File: config.mk
export PLATFORM = sky130hd
export DESIGN_NAME = gf_pow_engine
export DESIGN_NICKNAME = d
export VERILOG_FILES = /design/src/rtl/gf_pkg.sv /design/src/rtl/gf_mul_red.sv /design/src/rtl/gf_pow_engine.sv
export SDC_FILE = /design/constraint.sdc
export NUM_CORES = 1
export LEC_CHECK = 0
export CORE_MARGIN = 5
export CORE_UTILIZATION = 62
export CTS_CLUSTER_SIZE = 8
export DETAILED_ROUTE_END_ITERATION = 6
export GPL_TIMING_DRIVEN = 0
export HOLD_SLACK_MARGIN = 0.1
export PLACE_DENSITY = 0.81
export SETUP_SLACK_MARGIN = 0.3
export SLEW_MARGIN = 20
export SYNTH_ARGS = -nofsm -noshare
export SYNTH_HDL_FRONTEND = slang
export SYNTH_HIERARCHICAL = 1
export SYNTH_SLANG_ARGS = --single-unit
File: constraint.sdc
create_clock -name clk -period 20.3 [get_ports clk]
set_clock_uncertainty 0.1 [all_clocks]
set_input_delay 5.075 -clock clk [delete_from_list [all_inputs] [get_ports clk]]
set_output_delay 5.075 -clock clk [all_outputs]
set_load 0.05 [all_outputs]
File: src/rtl/gf_pkg.sv
// gf_pkg: GF(151) constants, element/product types and exponentiation FSM states shared by gf_pow_engine and gf_mul_red
package gf_pkg;
  localparam int P = 151;
  localparam int MU = 434;
  localparam int K = 8;
  localparam int EXP_W = 8;
  localparam int IDX_W = $clog2(EXP_W);
  typedef logic [K-1:0] elem_t;
  typedef logic [2*K-2:0] prod_t;
  typedef logic [EXP_W-1:0] exp_t;
  typedef logic [IDX_W-1:0] idx_t;
  localparam elem_t P_E = elem_t'(P);
  localparam logic [15:0] P16 = 16'(P);
  typedef enum logic [1:0] {IDLE, SQR, MUL, DONE} state_t;
endpackage

File: src/rtl/gf_mul_red.sv
// gf_mul_red: combinational a*b mod P via Barrett reduction; ports a,b (elements < P) in, r (< P) out
module gf_mul_red
  import gf_pkg::*;
(
  input  elem_t a,
  input  elem_t b,
  output elem_t r
);
  prod_t x;
  logic [15:0] m, tp, r0, r1, r2;
  logic [K-1:0] t;
  always_comb begin
    x = prod_t'(a) * prod_t'(b);
    m = 16'(x[2*K-2:K]) * 16'(MU);
    t = m[15:K];
    tp = 16'(t) * P16;
    r0 = 16'(x) - tp;
    r1 = r0 >= P16 ? r0 - P16 : r0;
    r2 = r1 >= P16 ? r1 - P16 : r1;
    r = r2[K-1:0];
  end
endmodule

File: src/rtl/gf_pow_engine.sv
// gf_pow_engine: base^exp mod P by MSB-first square-and-multiply; in (in_valid/in_ready, in_base, in_exp, in_inv when GF_POW_INV_EN) -> out (out_valid/out_ready, out_res)
module gf_pow_engine
  import gf_pkg::*;
(
  input  logic             clk,
  input  logic             rst_n,
  input  logic             in_valid,
  output logic             in_ready,
  input  logic [K-1:0]     in_base,
  input  logic [EXP_W-1:0] in_exp,
`ifdef GF_POW_INV_EN
  input  logic             in_inv,
`endif
  output logic             out_valid,
  input  logic             out_ready,
  output logic [K-1:0]     out_res
);
  state_t state, state_n;
  elem_t base_q, acc, rr;
  exp_t exp_q, exp_in;
  idx_t idx;
  logic accept;
`ifdef GF_POW_INV_EN
  assign exp_in = in_inv ? exp_t'(P - 2) : in_exp;
`else
  assign exp_in = in_exp;
`endif
  gf_mul_red u_mul_red (.a(acc), .b(state == SQR ? acc : base_q), .r(rr));
  always_comb begin
    in_ready = state == IDLE;
    out_valid = state == DONE;
    out_res = out_valid ? acc : '0;
    accept = in_valid && in_ready;
    state_n = state == IDLE ? (accept ? SQR : IDLE) :
              state == SQR  ? MUL :
              state == MUL  ? (idx == '0 ? DONE : SQR) :
                              (out_ready ? IDLE : DONE);
  end
  always_ff @(posedge clk or negedge rst_n)
    if (!rst_n) state <= IDLE;
    else state <= state_n;
  always_ff @(posedge clk or negedge rst_n)
    if (!rst_n) begin
      base_q <= '0;
      exp_q <= '0;
      acc <= elem_t'(1);
      idx <= idx_t'(EXP_W - 1);
    end else if (accept) begin
      base_q <= in_base >= P_E ? in_base - P_E : in_base;
      exp_q <= exp_in;
      acc <= elem_t'(1);
      idx <= idx_t'(EXP_W - 1);
    end else if (state == SQR) acc <= rr;
    else if (state == MUL) begin
      if (exp_q[idx]) acc <= rr;
      if (idx != '0) idx <= idx - 1'b1;
    end
endmodule

Yosys cells after proc, flatten, opt, wreduce, memory -nomap -nowiden
Index checks and enable logic that the tools add are counted.
- logic and storage cells: 52
- output and inout bits: 10
- input bits: 20
- register bits: 29
- add/subtract/negate cells: 5
- order comparisons: 4
- equality and inequality tests: 4
- multiplexer cells: 21
- multipliers: 3
- reduce and logical (&&, ||, !) cells: 10
- operators with widths (operator ; count):
    $mux 8 ; 8
    $ge 16x8->1 const B ; 2
    $mul 8x8->16 const B ; 1
    $mux 16 ; 1
    $sub 15x16->16 ; 1
    $sub 16x8->16 const B ; 1
    $sub 8x8->8 const B ; 2
    $mul 7x8->15 const B ; 1
    $mul 8x8->15 ; 1
    $mux 3 ; 4
    $mux 2 ; 5
    $reduce_bool 3->1 ; 3
    $ge 8x8->1 const B ; 1
    $eq 2x2->1 const B ; 2
    $lt 3x4->1 const B ; 1
    $reduce_bool 2->1 ; 2
    $bmux 1 s3 ; 1
    $logic_not 3->1 ; 1
    $reduce_and 3->1 ; 1
    $sub 3x1->3 const B ; 1
    $eq 2x1->1 const B ; 1
    $logic_not 2->1 ; 1
    $mux 1 ; 2
    $ne 2x2->1 const B ; 1
    2 further kinds ; 2

Logic depth before layout (Yosys ltp)
- word-level depth: 14
- mapped depth: 60
- mapped depth without buffers: 57

Modules after synthesis
The synthesis kept the hierarchy.
- modules (own cells, without submodules) (module ; cells an instance ; times used ; area each (sq um) ; seq. area each (sq um)):
    gf_mul_red ; 686 ; 1 ; 5636.7 ; 0.0
    gf_pow_engine ; 178 ; 1 ; 1635.3 ; 730.7

Worst setup path before layout
Ideal clock, no wire load.
- path type: reg2reg
- from: register state[0]
- to: register acc[1]
- data arrival time: 13.867 ns
- required time: 20.079 ns
- path slack: 6.212 ns
- path buffers: 3
- setup time: 0.121 ns
- period minus slack after synthesis: 14.088 ns
- cell stages (with the launch flop): 58
- cell sequence: dfrtp_1 > nand2b_1 > clkbuf_1 > mux2_2 > and2_1 > fa_1 > fa_1 > inv_1 > fa_1 > fa_1 > inv_1 > ha_1 > o21ai_1 > o21ai_1 > a21oi_1 > o21ai_0 > a21o_1 > a21oi_1 > [22 not listed] > fa_1 > inv_1 > ha_1 > clkbuf_1 > o21a_1 > o21a_1 > or3_1 > a311oi_2 > and4_1 > nand4_1 > a21oi_4 > buf_6 > mux2i_1 > ha_1 > a32o_1 > a311oi_4 > mux2_1 > a22o_1
- longest elaborated chain between the ends: 14
- elaborated cells on any way between the ends: 22
- those cells by class: 3 x add/sub; 3 x mul; 2 x order compare; 2 x eq/ne; 7 x mux; 5 x reduce/logical
- RTL lines (item ; RTL line ; text):
    start, declared ; gf_pow_engine.sv:18 ; state_t state, state_n;
    start signal, assigned ; gf_pow_engine.sv:41 ; else state <= state_n;
    $eq 2x1->1 (*) ; gf_pow_engine.sv:28 ; gf_mul_red u_mul_red (.a(acc), .b(state == SQR ? acc : base_q), .r(rr));
    $mux 8 (*) ; gf_pow_engine.sv:28 ;
    $mul 8x8->15 (*) ; gf_mul_red.sv:13 ; x = prod_t'(a) * prod_t'(b);
    $mul 7x8->15 ; gf_mul_red.sv:14 ; m = 16'(x[2*K-2:K]) * 16'(MU);
    $mul 8x8->16 ; gf_mul_red.sv:16 ; tp = 16'(t) * P16;
    $sub 15x16->16 (*) ; gf_mul_red.sv:17 ; r0 = 16'(x) - tp;
    $sub 16x8->16 / $ge 16x8->1 (equally long branches) ; gf_mul_red.sv:18 ; r1 = r0 >= P16 ? r0 - P16 : r0;
    $mux 16 (*) ; gf_mul_red.sv:18 ;
    $ge 16x8->1 / $sub 8x8->8 (equally long branches) ; gf_mul_red.sv:19 ; r2 = r1 >= P16 ? r1 - P16 : r1;
    $mux 8 (*) ; gf_mul_red.sv:19 ;
    net rr[1] ; gf_pow_engine.sv:19 ; elem_t base_q, acc, rr;
    $mux 8 ; gf_pow_engine.sv:55 ; if (exp_q[idx]) acc <= rr;
    $mux 8 ; gf_pow_engine.sv:54 ; else if (state == MUL) begin
    $mux 8 (*) ; gf_pow_engine.sv:53 ; end else if (state == SQR) acc <= rr;
    $mux 8 (*) ; gf_pow_engine.sv:48 ; end else if (accept) begin
    end signal, assigned ; gf_pow_engine.sv:51 ; acc <= elem_t'(1);
    end signal, assigned ; gf_pow_engine.sv:53 ;
    end signal, assigned ; gf_pow_engine.sv:55 ;
    end, declared ; gf_pow_engine.sv:19 ;
The timed path passes the listed nets; every way through them passes the cells marked *. The select of a mux whose other input is x is not followed.
A chain may end at the register's enable or synchronous reset.

Worst setup path after layout
Ends and elaborated chain as after synthesis.

==> flow_metrics.py <==
metrics = {
    "setup_path": {
        "cp_common_cell": "fa_1",
        "cp_max_fo": 10,
        "critPathSlowestCell": "fa_1",
        "critPathLaunchType": "register",
        "endpoint": "acc[1]",
        "r2r_start": "state[0]",
        "reg2reg_slack_ns": 4.67,
        "cp_data_arrival_time_ns": 15.69,
        "slowest_delay_ns": 0.55,
        "setup.worst_path.start": "state[0]",
        "rr_endpoint": "acc[1]",
        "cp-end-kind": "register",
        "worstSetupPathType": "register to register",
        "reg2reg_depth": 57,
        "required_ns": 20.36,
    },
    "synth": {
        "synth.avg_cell_area_sq_um": 8.42,
        "syn_nets": 1064,
        "yosysWarningCount": 6,
        "ys_seq_area_share_pct": 10.0,
        "synth.top_cell.area_share_pct": 19.4,
        "synth_cell_types": 76,
        "ys_ff_latch": 29,
        "dominantRegCellSynth": "dfrtp_1",
        "synth_async_sr_flop_share_pct": 100,
        "yosys.area.top_type": "ha_1",
        "netlist_top_cells_area": "ha_1 19%, fa_1 18%, dfrtp_1 8.6%, inv_1 8.2%, and2_1 5.2%",
        "syn_inst": 864,
        "synthesis.area_sq_um": 7270,
        "synth_edf_count": 0,
    },
    "sta": {
        "setup_violations": 0,
        "slew_violations": 0,
        "hold_viol": 0,
        "tightest_slew_ns": 0.877,
        "postLayoutSetupSlackWorst_ns": 4.67,
        "tns_ns": 0,
        "fmax_ghz": 0.0640,
        "rsz0062_at_grt": "false",
        "relSlewSlack_pct": 40.9,
        "fin_crit_sh_pct": 77.0,
        "finalCriticalPeriod_ns": 15.63,
    },
    "global_routing": {
        "grt_pass1_vias": 5839,
        "antenna_found_initial": 0,
        "grt_first_pass_wirelength_mm": 26.8,
        "grt_max_degree": 30,
        "grt_overflow": 0,
        "grt_use_total_pct": 22.1,
    },
    "final_layout": {
        "multi_input_area_sq_um": 5870,
        "diodes": 0,
        "nFillCells": 948,
        "ff_latch_area_sq_um": 731,
        "area_growth_pct": 8.16,
        "drive_above_1_share_pct": 5.00,
        "final_nets": 1099,
    },
    "routing": {
        "dr.first_iter.drc_count": 324,
        "wl_per_cell_um": 14.5,
        "vias": 5917,
        "drtPass1Iterations": 5,
        "ant_nets": 0,
        "vias_per_cell": 5.67,
        "drc": 0,
        "wirelength_mm": 15.1,
    },
    "place": {
        "place_ws_ns": 4.79,
        "gp_congestion": 0.901,
        "dp_hpwl_mm": 12.8,
        "io_buffer_count": 28,
    },
    "floorplanning": {
        "core_sq_um": 11500,
        "io_pins": 30,
        "rows": 39,
        "die_area_sq_um": 14000,
        "dieWidth_um": 118,
        "start_util_pct": 63.4,
        "die_y_um": 118,
    },
    "clocking": {
        "clk_path_buf_depth": 2,
        "clkTransAtPathRegs_ns": 0.05,
        "cts.sinks": 29,
        "cts_hold_buf": 0,
        "clk_latency_ns": 0.27,
        "cts.htree.levels": 2,
        "cts-root-buf": "clkbuf_16",
        "cts_tree": "done",
        "postCtsSetupBuffers": 0,
        "cts_resized": 0,
        "cts_buffers": 5,
    },
    "outcome": {
        "status": "finished, final reports clean",
    },
    "job": {
        "maxCapViolCount": 0,
    },
    "min_path": {
        "hold_class": "register to register",
    },
}
## worst min-delay path by stage
stage              from        to  slack (ns)  cells after the start
6_report       exp_q[3]  exp_q[3]        0.37                      2
5_1_grt        exp_q[3]  exp_q[3]        0.40                      2
4_1_cts        exp_q[3]  exp_q[3]        0.37                      2
3_5_place_dp   exp_q[3]  exp_q[3]        0.36                      2
3_3_place_gp   exp_q[6]  exp_q[6]        0.35                      2
2_1_floorplan  exp_q[2]  exp_q[2]        0.34                      2
## per-stage QoR
step	std cells	util, %	area (sq um)	hold WS (ns)
floorplan	864	-	7270	0.340
global placement	1035	67.4	7730	0.353
detailed placement	1035	67.4	7730	0.359
CTS	1043	68.6	7870	0.371
global route	1043	68.6	7870	0.398
finish	1043	68.6	7870	0.372
## per-layer routing
metal	GRT usage (%)	share of wire, %
met1	32.8	49
met2	35.4	46
met3	2.91	3.9
met4	2.87	1.1
met5	0	0
## synth_stat cells, types with 6 or more instances
master    instances
o21ai_0          28
or3_1             6
a21oi_1          34
nand2b_1          8
a21o_1           20
nor3_1           10
o21a_1            6
xor2_1           19
a22o_1            8
nor2b_1           6
and2_1           60
and3_1           11
o21ai_1           7
nand2_1          69
nand3_1          15
o211ai_1          8
a211o_1           7
xnor2_1          25
inv_1           158
dfrtp_1          25
ha_1            113
mux2_2            8
nor2_1           42
fa_1             67
clkbuf_1         12
## kinds of logic after synthesis
| family | count (synthesis) | share of synthesized area [%] |
|---|---|---|
| AO/OA/AOI/OAI | 165 | 16.6 |
| XOR/XNOR | 45 | 5.52 |
| adder cells (fa/ha/maj) | 180 | 37.9 |
| buffers and inverters | 176 | 9.27 |
| flip-flops | 29 | 10.0 |
| multiplexers | 16 | 2.70 |
| AND/OR/NAND/NOR | 253 | 18.0 |
## placed cells by master (no fill, tap or decap), types with 10 or more instances in the layout
cell / instances
nand3_1: 15
xnor2_1: 25
inv_1: 158
nand2_1: 69
clkdlybuf4s50_1: 27
fa_1: 67
o21ai_0: 28
clkbuf_1: 13
dfrtp_1: 25
nor3_1: 10
a21oi_1: 34
a21o_1: 20
and3_1: 11
and2_1: 60
nor2_1: 42
xor2_1: 19
ha_1: 113
## area by class of cell
class	instances	area share (%)
Sequential cell	29	9.29
Tap cell	143	2.27
Buffer	18	1.03
Timing Repair Buffer	28	3.50
Clock inverter	2	0.127
Inverter	158	7.54
Multi-Input combinational cell	659	74.6
Clock buffer	6	1.64
## flip-flops by register name, summed over array words and instances, names as in the netlist
name    count
acc         8
base_q      8
exp_q       8
idx         3
state       2
## critical path, delay by kind of cell (launching register included)
kind                     cells  cell delay [ns]
AND/OR/NAND/NOR             10             2.32
XOR/XNOR                     3             0.89
flip-flops                   1             0.41
multiplexers                 3             0.93
buffers and inverters       10             1.21
adder cells (fa/ha/maj)     15             6.23
AO/OA/AOI/OAI               16             3.38
Power is left out: the tool's default activity adds up to more than one toggle a clock period on the data nets, which glitch-free logic cannot reach.
